--- src/rtl/instr_register_pkg.sv ---
// Shared types for the instruction register and its read-side sequencer.
// Holds the instruction word layout, address/operand/result widths and the
// reader FSM state encoding.
package instr_register_pkg;

    // Number of register entries and the width of a transfer length field.
    localparam int READER_DEPTH = 32;
    localparam int READER_CNT_W = 6;
    localparam int ERR_CNT_W    = 8;

    typedef enum logic [2:0] {
        ZERO  = 3'd0,
        PASSA = 3'd1,
        PASSB = 3'd2,
        ADD   = 3'd3,
        SUB   = 3'd4,
        MULT  = 3'd5,
        DIV   = 3'd6,
        MOD   = 3'd7
    } opcode_t;

    typedef logic signed [31:0] operand_t;
    typedef logic signed [63:0] result_t;
    typedef logic        [4:0]  address_t;

    typedef struct packed {
        opcode_t  opcode;
        operand_t operand_a;
        operand_t operand_b;
        result_t  result;
    } instruction_t;

    typedef enum logic [2:0] {
        ST_IDLE = 3'd0,
        ST_ADDR = 3'd1,
        ST_LAT  = 3'd2,
        ST_HOLD = 3'd3,
        ST_FIN  = 3'd4
    } reader_state_t;

    // Limit a requested transfer length to the number of entries present,
    // so a single request never revisits an entry.
    function automatic logic [READER_CNT_W-1:0] clamp_count(
        input logic [READER_CNT_W-1:0] req,
        input int                      depth
    );
        logic [READER_CNT_W-1:0] limit;
        limit = READER_CNT_W'(depth);
        return (req > limit) ? limit : req;
    endfunction

endpackage

--- src/rtl/instr_reader_if.sv ---
// Output stream of the instruction reader: one captured register entry per
// valid/ready handshake, with its source address and checker verdict.
interface instr_reader_if;
    import instr_register_pkg::*;

    logic         out_valid;
    logic         out_ready;
    instruction_t out_word;
    address_t     out_addr;
    logic         chk_err;

    // Reader side drives the word, consumer side returns ready.
    modport master (
        output out_valid,
        output out_word,
        output out_addr,
        output chk_err,
        input  out_ready
    );

    modport slave (
        input  out_valid,
        input  out_word,
        input  out_addr,
        input  chk_err,
        output out_ready
    );

endinterface

--- src/rtl/instr_result_model.sv ---
// Combinational reference for the result an instruction should carry, used
// by the reader's optional result checker. The module only exists when the
// INSTR_READER_CHECK_EN macro is defined, so the default build carries no
// arithmetic at all.
`ifdef INSTR_READER_CHECK_EN
module instr_result_model
    import instr_register_pkg::*;
(
    input  opcode_t  opcode,
    input  operand_t operand_a,
    input  operand_t operand_b,
    output result_t  expected
);

    logic signed [63:0] a_ext;
    logic signed [63:0] b_ext;
    logic signed [31:0] quot;
    logic signed [31:0] rem;
    logic               b_zero;

    // Widen the operands first so ADD/SUB/MULT are exact in 64 bits, and
    // define division or modulo by zero as a zero result.
    always_comb begin
        a_ext  = {{32{operand_a[31]}}, operand_a};
        b_ext  = {{32{operand_b[31]}}, operand_b};
        b_zero = (operand_b == 32'sd0);
        quot   = b_zero ? 32'sd0 : (operand_a / operand_b);
        rem    = b_zero ? 32'sd0 : (operand_a % operand_b);
        expected = '0;
        case (opcode)
            ZERO:    expected = '0;
            PASSA:   expected = a_ext;
            PASSB:   expected = b_ext;
            ADD:     expected = a_ext + b_ext;
            SUB:     expected = a_ext - b_ext;
            MULT:    expected = a_ext * b_ext;
            DIV:     expected = {{32{quot[31]}}, quot};
            MOD:     expected = {{32{rem[31]}}, rem};
            default: expected = '0;
        endcase
    end

endmodule
`endif

--- src/rtl/instr_reader.sv ---
// Read-side sequencer for the instruction register.
// On start it walks read_pointer over a run of entries (wrapping at DEPTH),
// waits out the register's one-cycle read latency, captures each entry and
// offers it on a valid/ready stream together with its source address.
// Defining INSTR_READER_CHECK_EN adds a result checker that flags entries
// whose stored result disagrees with their opcode and operands and keeps a
// saturating mismatch count; without it chk_err and err_cnt stay at 0.
module instr_reader
    import instr_register_pkg::*;
#(
    parameter int DEPTH = READER_DEPTH,
    parameter int CNT_W = READER_CNT_W
) (
    input  logic                 clk,
    input  logic                 reset_n,
    input  logic                 start,
    input  address_t             start_addr,
    input  logic [CNT_W-1:0]     count,
    output address_t             read_pointer,
    input  instruction_t         instruction_word,
    instr_reader_if.master       out_if,
    output logic                 busy,
    output logic                 done,
    output logic [ERR_CNT_W-1:0] err_cnt
);

    reader_state_t        state_q,        state_d;
    address_t             addr_q,         addr_d;
    logic [CNT_W-1:0]     remaining_q,    remaining_d;
    address_t             read_pointer_q, read_pointer_d;
    instruction_t         out_word_q,     out_word_d;
    address_t             out_addr_q,     out_addr_d;
    logic                 out_valid_q,    out_valid_d;
    logic                 chk_err_q,      chk_err_d;
    logic [ERR_CNT_W-1:0] err_cnt_q,      err_cnt_d;
    logic                 busy_q,         busy_d;
    logic                 done_q,         done_d;

    logic                 mismatch;
    logic                 accept;
    address_t             addr_next;

`ifdef INSTR_READER_CHECK_EN
    result_t expected_result;

    instr_result_model u_result_model (
        .opcode    (instruction_word.opcode),
        .operand_a (instruction_word.operand_a),
        .operand_b (instruction_word.operand_b),
        .expected  (expected_result)
    );

    // Verdict for the word currently on the read port; registered at capture.
    always_comb begin
        mismatch = (expected_result != instruction_word.result);
    end
`else
    // No checker: the verdict is constant, so chk_err/err_cnt flops stay 0.
    always_comb begin
        mismatch = 1'b0;
    end
`endif

    // Handshake qualifier and the wrapped successor of the current address.
    always_comb begin
        accept    = out_valid_q && out_if.out_ready;
        addr_next = (addr_q == address_t'(DEPTH - 1)) ? '0 : addr_q + 5'd1;
    end

    // Next-state and registered-output computation for the read sequence.
    always_comb begin
        state_d        = state_q;
        addr_d         = addr_q;
        remaining_d    = remaining_q;
        read_pointer_d = read_pointer_q;
        out_word_d     = out_word_q;
        out_addr_d     = out_addr_q;
        out_valid_d    = out_valid_q;
        chk_err_d      = chk_err_q;
        err_cnt_d      = err_cnt_q;

        case (state_q)
            ST_IDLE: begin
                if (start) begin
                    if (count != '0) begin
                        addr_d         = start_addr;
                        read_pointer_d = start_addr;
                        remaining_d    = clamp_count(count, DEPTH);
                        err_cnt_d      = '0;
                        state_d        = ST_ADDR;
                    end else begin
                        state_d = ST_FIN;
                    end
                end
            end

            ST_ADDR: begin
                state_d = ST_LAT;
            end

            ST_LAT: begin
                out_word_d  = instruction_word;
                out_addr_d  = addr_q;
                out_valid_d = 1'b1;
                chk_err_d   = mismatch;
                state_d     = ST_HOLD;
            end

            ST_HOLD: begin
                if (accept) begin
                    out_valid_d = 1'b0;
                    chk_err_d   = 1'b0;
                    if (chk_err_q && (err_cnt_q != {ERR_CNT_W{1'b1}})) begin
                        err_cnt_d = err_cnt_q + 8'd1;
                    end
                    remaining_d = remaining_q - 1'b1;
                    addr_d      = addr_next;
                    if (remaining_q == CNT_W'(1)) begin
                        state_d = ST_FIN;
                    end else begin
                        read_pointer_d = addr_next;
                        state_d        = ST_ADDR;
                    end
                end
            end

            ST_FIN: begin
                state_d = ST_IDLE;
            end

            default: begin
                state_d = ST_IDLE;
            end
        endcase

        busy_d = (state_d != ST_IDLE);
        done_d = (state_d == ST_FIN);
    end

    // State register; reset drops any in-flight word immediately.
    always_ff @(posedge clk or negedge reset_n) begin
        if (!reset_n) begin
            state_q        <= ST_IDLE;
            addr_q         <= '0;
            remaining_q    <= '0;
            read_pointer_q <= '0;
            out_word_q     <= '0;
            out_addr_q     <= '0;
            out_valid_q    <= 1'b0;
            chk_err_q      <= 1'b0;
            err_cnt_q      <= '0;
            busy_q         <= 1'b0;
            done_q         <= 1'b0;
        end else begin
            state_q        <= state_d;
            addr_q         <= addr_d;
            remaining_q    <= remaining_d;
            read_pointer_q <= read_pointer_d;
            out_word_q     <= out_word_d;
            out_addr_q     <= out_addr_d;
            out_valid_q    <= out_valid_d;
            chk_err_q      <= chk_err_d;
            err_cnt_q      <= err_cnt_d;
            busy_q         <= busy_d;
            done_q         <= done_d;
        end
    end

    assign read_pointer     = read_pointer_q;
    assign out_if.out_valid = out_valid_q;
    assign out_if.out_word  = out_word_q;
    assign out_if.out_addr  = out_addr_q;
    assign out_if.chk_err   = chk_err_q;
    assign busy             = busy_q;
    assign done             = done_q;
    assign err_cnt          = err_cnt_q;

endmodule

--- src/flat_wrapper.sv ---
// flat-port wrapper written by rule: the top's interface ports become plain ports
module instr_reader_flat import instr_register_pkg::*;
#(
    parameter int DEPTH = READER_DEPTH,
    parameter int CNT_W = READER_CNT_W
)
  (clk, reset_n, start, start_addr, count, read_pointer, instruction_word, busy, done, err_cnt, out_if_out_valid, out_if_out_word, out_if_out_addr, out_if_chk_err, out_if_out_ready);
  instr_reader_if out_if_i ();
  input  logic clk;
  input  logic reset_n;
  input  logic start;
  input  address_t start_addr;
  input  logic [CNT_W-1:0] count;
  output address_t read_pointer;
  input  instruction_t instruction_word;
  output logic busy;
  output logic done;
  output logic [ERR_CNT_W-1:0] err_cnt;
  output wire logic [$bits(out_if_i.out_valid)-1:0] out_if_out_valid;
  output wire logic [$bits(out_if_i.out_word)-1:0] out_if_out_word;
  output wire logic [$bits(out_if_i.out_addr)-1:0] out_if_out_addr;
  output wire logic [$bits(out_if_i.chk_err)-1:0] out_if_chk_err;
  input wire logic [$bits(out_if_i.out_ready)-1:0] out_if_out_ready;
  assign out_if_out_valid = out_if_i.out_valid;
  assign out_if_out_word = out_if_i.out_word;
  assign out_if_out_addr = out_if_i.out_addr;
  assign out_if_chk_err = out_if_i.chk_err;
  assign out_if_i.out_ready = out_if_out_ready;
  instr_reader #(.DEPTH(DEPTH), .CNT_W(CNT_W)) u_core (.clk(clk), .reset_n(reset_n), .start(start), .start_addr(start_addr), .count(count), .read_pointer(read_pointer), .instruction_word(instruction_word), .out_if(out_if_i), .busy(busy), .done(done), .err_cnt(err_cnt));
endmodule
--- config.mk ---
export PLATFORM = sky130hd
export DESIGN_NAME = instr_reader_flat
export DESIGN_NICKNAME = d
export VERILOG_FILES = /design/src/rtl/instr_register_pkg.sv /design/src/rtl/instr_reader_if.sv /design/src/rtl/instr_result_model.sv /design/src/rtl/instr_reader.sv /design/src/flat_wrapper.sv
export SDC_FILE = /design/constraint.sdc
export NUM_CORES = 1
export LEC_CHECK = 0
export CAP_MARGIN = 20
export CORE_ASPECT_RATIO = 1.4
export CORE_MARGIN = 2
export CORE_UTILIZATION = 45
export DETAILED_ROUTE_END_ITERATION = 8
export GPL_TIMING_DRIVEN = 0
export PLACE_DENSITY = 0.83
export SYNTH_ARGS = -nofsm -noshare
export SYNTH_HDL_FRONTEND = slang
export SYNTH_SLANG_ARGS = --single-unit
--- constraint.sdc ---
create_clock -name clk -period 2.9 [get_ports clk]
set_input_delay 0.58 -clock clk [delete_from_list [all_inputs] [get_ports clk]]
set_output_delay 0.58 -clock clk [all_outputs]
set_load 0.005 [all_outputs]
==> results of run 1 <==
[layout make-up]
class / count / area share [%]
well taps: 185 / 2.25
inverters: 5 / 0.183
multi-input cells: 231 / 21.5
clock buffers: 19 / 4.21
clock inverters: 13 / 1.21
repair buffers: 298 / 29.2
plain buffers: 21 / 1.04
flip-flops and latches: 166 / 40.4
[cell usage after synthesis]
cell       instances  area [um2]
mux2_1             8        90.1
or4b_4             1        13.8
o22a_2             1        10.0
nor3_1             7        35.0
o21ai_0            4        20.0
a31oi_1            3        18.8
o32ai_1            2        17.5
xnor2_1            1        8.76
ha_1               4        50.1
nand2_1            4        15.0
xor2_1             1        8.76
o41ai_1            2        17.5
nand2b_1           3        18.8
nor4bb_1           1        10.0
nand3_1            5        25.0
nor2_1            11        41.3
and3_1             1        6.26
a22o_1             2        17.5
inv_1              5        18.8
a41oi_1            1        8.76
or2_1              1        6.26
mux2_2           137        1540
a21oi_1            4        20.0
dfrtp_1          166        4150
or3_1              1        6.26
nor4_2             1        12.5
nor2b_1            8        50.1
nand3b_1           1        7.51
nor2_2             1        6.26
o2bb2ai_1          4        35.0
a21oi_4            1        16.3
buf_2             16        80.1
mux2i_1            1        10.0
o22ai_1            4        25.0
o31ai_1            2        15.0
conb_1             1        3.75
clkbuf_1           3        11.3
o21bai_1           2        15.0
buf_4              2        15.0
[per-layer routing]
| layer | routed length [um] | vias to the layer above | GRT usage, % |
|---|---|---|---|
| met1 | 6280 | 2343 | 24.6 |
| met3 | 1150 | 46 | 6.38 |
| li1 | - | 2151 | - |
| met4 | 669 | 0 | 10.9 |
| met5 | 0 | - | 0 |
| met2 | 9980 | 224 | 44.1 |
[layout by cell type (no fill, tap or decap), types with 2 or more instances in the layout]
master             n
clkdlybuf4s50_1  296
dfrtp_1          166
mux2_2           137
clkbuf_16         17
buf_2             16
nor2_1            11
mux2_1             8
nor2b_1            8
nor3_1             7
nand3_1            5
clkbuf_1           5
inv_1              5
clkinvlp_4         5
nand2_1            4
a21oi_1            4
o21ai_0            4
o22ai_1            4
o2bb2ai_1          4
ha_1               4
nand2b_1           3
a31oi_1            3
inv_6              3
o21bai_1           2
o32ai_1            2
o31ai_1            2
o41ai_1            2
buf_4              2
a22o_1             2
clkinv_2           2
[stage by stage]
stage,total power (uW),util (%)
6_report,11500,73.5
5_1_grt,12100,73.5
4_1_cts,11600,73.5
3_5_place_dp,9420,69.5
3_3_place_gp,9160,69.3
2_1_floorplan,6410,-
[where the power goes]
group | leakage, uW | internal, uW | switching (uW)
combinational | 0.00204 | 3400 | 1860
clock | 0.000258 | 1190 | 934
sequential | 0.00198 | 3450 | 622
[registers in the layout, indices dropped and copies added, names as in the netlist]
| name | flops |
|---|---|
| u_core.addr_q | 5 |
| u_core.busy | 1 |
| u_core.done | 1 |
| u_core.err_cnt | 8 |
| u_core.out_if.out_addr | 5 |
| u_core.out_if.out_valid | 1 |
| u_core.out_if.out_word | 131 |
| u_core.read_pointer | 5 |
| u_core.remaining_q | 6 |
| u_core.state_q | 3 |
[cells by family (layout without fill, tap and decap cells)]
kind of cell	count (synthesis)	count (layout)	synth area share [%]
AOI/OAI and AO/OA	32	32	3.65
xor gates and xnor gates	2	2	0.270
adders and majority gates	4	4	0.772
buffers and inverters	26	356	1.93
DFF	166	166	64.1
muxes	146	146	25.3
other	1	1	0.0578
and+or+nand+nor	46	46	3.92
[worst max-delay path by stage]
| stage | endpoint | slack [ps] | cells after the start |
|---|---|---|---|
| after CTS | u_core.out_if.out_word[108] | 560 | 6 |
| after global placement | u_core.err_cnt[3] | -5160 | 1 |
| after global routing | u_core.out_if.out_word[108] | 440 | 6 |
| after floorplan | u_core.addr_q[1] | 940 | 5 |
| final | u_core.out_if.out_word[108] | 600 | 6 |
| after detailed placement | u_core.read_pointer[1] | 320 | 5 |
==> impl_metrics.tcl, run 1 <==
set metrics [dict create \
    min_path_type "in2async" \
    ys_ff_latch 166 \
    r2r_slack_ps 600 \
    firstDrtPassIters 4 \
    fp-row-count 51 \
    p_leak_uw 0.00428 \
    crit_type "reg2reg" \
    dieArea_um2 15400 \
    r2r_start "u_core.state_q[2]" \
    post-place-ws_ps 322 \
    ir_drop_mv 0.580 \
    period_minus_slack_ps 2300 \
    whs_ps 156 \
    cts_hold_buf 0 \
    clk_pin_slew_worst_paths_ps 70 \
    rsz0062_at_grt "no" \
    cp_max_fo 10 \
    final-setup-viol-count 0 \
    required_ps 3200 \
    outcome "completed" \
    slew_headroom_pct 55.7 \
    worstSkewPairLatency_ps 420 \
    fp.dieH_um 146 \
    synth_warnings 0 \
    vias 4764 \
    rr_worst_depth 6 \
    grt_usage_pct 23.8 \
    ys_seq_area_share_pct 64.1 \
    wire_per_inst_um 19.3 \
    clock-sinks 166 \
    final_cell_area_um2 10300 \
    critPathCaptureType "flop" \
    ant_nets 0 \
    syn_area_um2 6480 \
    finClkSkew_ps 8.80 \
    multi_input_area_um2 2200 \
    worst_pin_slew_ps 665 \
    die_w_um 105 \
    cellPowerDensity_nw_per_um2 1120 \
    cts_root_buf "clkbuf_16" \
    overflow 0 \
    synth_area_per_cell_um2 15.3 \
    fillCellCount 911 \
    synth_cells 423 \
    gp_congestion 0.818 \
    port_buffers 297 \
    finalCritPeriodShare_pct 79.2 \
    worstSetupStartpointType "flop" \
    drv_slew 0 \
    num_antenna_cells 0 \
    crit_path_cell_trace "nand2b_1, clkbuf_1, nor2_2, buf_2, buf_2, mux2_2" \
    clockBufferDepth 2 \
    crit_buf_inv 3 \
    slowest_stage "nor2_2" \
    cp-startpoint "u_core.state_q[2]" \
    max_stage_delay_ps 440 \
    cp_top_family "buffers and inverters" \
    grt_max_degree 97 \
    dp_cells 906 \
    cts_tree "yes" \
    setup_tns_ps 0 \
    worstPathArrival_ps 2590 \
    grt_pass1_wl_um 28100 \
    hold_violations 0 \
    dp_hpwl_um 14000 \
    cap_violations 0 \
    antenna_found_initial 0 \
    htree_levels 4 \
    seq_area_um2 4150 \
    via_per_inst 5.08 \
    core_um2 14000 \
    post_cts_buffers 0 \
    fin_cells 938 \
    area_growth_pct 58.5 \
    drc 0 \
    start_util_pct 46.4 \
    first_global_vias 5206 \
    cpMostUsedCell "buf_2" \
    setup_slack_ps 604 \
    io_pins 299 \
    ctsResizeCount 0 \
    synth_nets 573 \
    fmax_ghz 0.436 \
    nNetsFinal 890 \
    drt_iter0_markers 122 \
    dpl_cell_area_um2 9720 \
    drive_above_1_share_pct 25.5 \
    rr_endpoint "u_core.out_if.out_word[108]" \
    numCtsBuffers 17 \
    wl_um 18100 \
    ys_types 39 \
]
Power figures use the tool's default switching activity.
==> run 2: changes to the inputs <==
CORE_UTILIZATION = 41   (was 45)
PLACE_DENSITY = 0.77   (was 0.83)
clock period = 2.2 ns   (was 2.9 ns; I/O delays follow)
==> impl_metrics.tcl, run 2 (synthesis gave the netlist of run 1 again) <==
set metrics [dict create \
    finalCritPeriodShare_pct 94.8 \
    dr.max_layer_used "met4" \
    firstDrtPassIters 4 \
    drc 0 \
    crit_path_cell_trace "buf_2, or4b_4, a21oi_4, or2_1, buf_4, mux2_1" \
    switching_share_pct 30.1 \
    worst_pin_slew_ps 664 \
    slew_headroom_pct 55.7 \
    nNetsFinal 894 \
    routed-wl-met2_um 9710 \
    cts_hold_buf 0 \
    multi_input_area_um2 2210 \
    clkPwrFrac_pct 18.6 \
    fmax_ghz 0.480 \
    layout_common_cells "clkdlybuf4s50_1 (296), dfrtp_1 (166), mux2_2 (137)" \
    htree_levels 4 \
    wl_um 18000 \
    wire_per_inst_um 18.9 \
    clockBufferDepth 2 \
    fp-row-count 54 \
    switchingPower_uw 4550 \
    slowest_stage "or4b_4" \
    fp.dieH_um 153 \
    worstPathArrival_ps 2380 \
    combinationalPowerShare_pct 45.7 \
    required_ps 2490 \
    crit_type "reg2reg" \
    grt_max_degree 97 \
    largest_register_ffs 131 \
    drive_above_1_share_pct 26.2 \
    worstSetupStartpointType "flop" \
    grt_usage_pct 21.4 \
    max_stage_delay_ps 580 \
    clock-sinks 166 \
    cts_tree "yes" \
    wl_met3_um 1430 \
    r2r_slack_ps 120 \
    core_um2 15500 \
    overflow 0 \
    via_per_inst 4.95 \
    clk_pin_slew_worst_paths_ps 70 \
    area_growth_pct 59.3 \
    period_minus_slack_ps 2080 \
    rsz0062_at_grt "no" \
    port_buffers 297 \
    cp_max_fo 8 \
    hold_violations 0 \
    drt-met1-wl_um 6330 \
    finClkSkew_ps 10.6 \
    antenna_found_initial 0 \
    gp_congestion 0.782 \
    ant_nets 0 \
    critPathCaptureType "flop" \
    p_leak_uw 0.00431 \
    seqPwrFrac_pct 35.7 \
    ir_drop_mv 0.827 \
    cellPowerDensity_nw_per_um2 1460 \
    p_int_uw 10600 \
    setup_tns_ps 0 \
    whs_ps 32.6 \
    vias 4722 \
    seq_area_um2 4150 \
    cts_root_buf "clkbuf_16" \
    fillCellCount 1143 \
    numCtsBuffers 17 \
    worstSkewPairLatency_ps 410 \
    dieArea_um2 16900 \
    drv_slew 0 \
    num_antenna_cells 0 \
    final_common_cell "clkdlybuf4s50_1" \
    die_w_um 110 \
    first_global_vias 4999 \
    outcome "completed" \
    dp_hpwl_um 13800 \
    grt_pass1_wl_um 27100 \
    start_util_pct 41.7 \
    cap_violations 0 \
    min_path_type "in2async" \
    io_pins 299 \
    drt_iter0_markers 145 \
    final-setup-viol-count 0 \
]
run 2: cell types whose count changed in the layout (fill, tap and decap cells not counted), moves of 2 or more:
| cell | delta |
|---|---|
| clkinv_4 | +2 |
| buf_4 | +4 |
| inv_8 | +2 |
| clkinvlp_4 | -3 |
run 2: cell type report:
cell class / count / area share (%)
Tap cell: 196 / 2.37
Timing Repair Buffer: 302 / 29.4
Sequential cell: 166 / 40.2
Clock inverter: 13 / 1.11
Multi-Input combinational cell: 231 / 21.4
Inverter: 5 / 0.182
Buffer: 21 / 1.03
Clock buffer: 19 / 4.29
run 2: repair_timing:
item,CTS,global route
gates resized for setup,1,1
gates cloned,0,0
pin swaps,1,0
buffers inserted,1,3
setup endpoints to repair,40,8
run 2: stage by stage:
stage	setup slack (ps)	utilization [%]	power (uW)	std cells	cell area (um2)
after CTS	51.5	66.3	15300	950	10300
final	115	66.4	15100	953	10300
after detailed placement	-265	62.6	12400	917	9730
after floorplan	246	-	8450	423	6480
after global routing	41.5	66.4	16000	953	10300
after global placement	-5710	62.4	12100	916	9700
run 2: routing by layer:
| layer | global-route usage, % | vias up |
|---|---|---|
| met1 | 22.4 | 2311 |
| met4 | 8.04 | 0 |
| met2 | 39.3 | 218 |
| met5 | 0 | - |
| met3 | 6.20 | 36 |
| li1 | - | 2157 |
run 2: critical path, delay by kind of cell (launching register included):
family	cells	cell delay, ps
AND/OR/NAND/NOR	2	720
flip-flops	1	370
buffers and inverters	2	330
multiplexers	1	330
AO/OA/AOI/OAI	1	220
run 2: path summary, 6_finish.rpt:
| path | startpoint | endpoint | cells after the start |
|---|---|---|---|
| max reg2reg | u_core.state_q[0] | u_core.addr_q[0] | 6 |
| min in group clk | u_core.read_pointer[3] | u_core.read_pointer[3] | 1 |
| min reg2reg | u_core.read_pointer[3] | u_core.read_pointer[3] | 1 |
| max | u_core.state_q[0] | u_core.addr_q[0] | 6 |
| max in group asynchronous | reset_n | u_core.out_if.out_word[89] | 2 |
| min | reset_n | u_core.out_if.out_word[3] | 1 |
run 2: power groups by stage:
stage | Sequential, uW | Combinational, uW | Clock, uW
after floorplan | 5440 | 3010 | 0
after global placement | 5350 | 6740 | 0
after detailed placement | 5450 | 6930 | 0
after CTS | 5400 | 6990 | 2880
after global routing | 5590 | 7450 | 3020
final | 5400 | 6900 | 2810
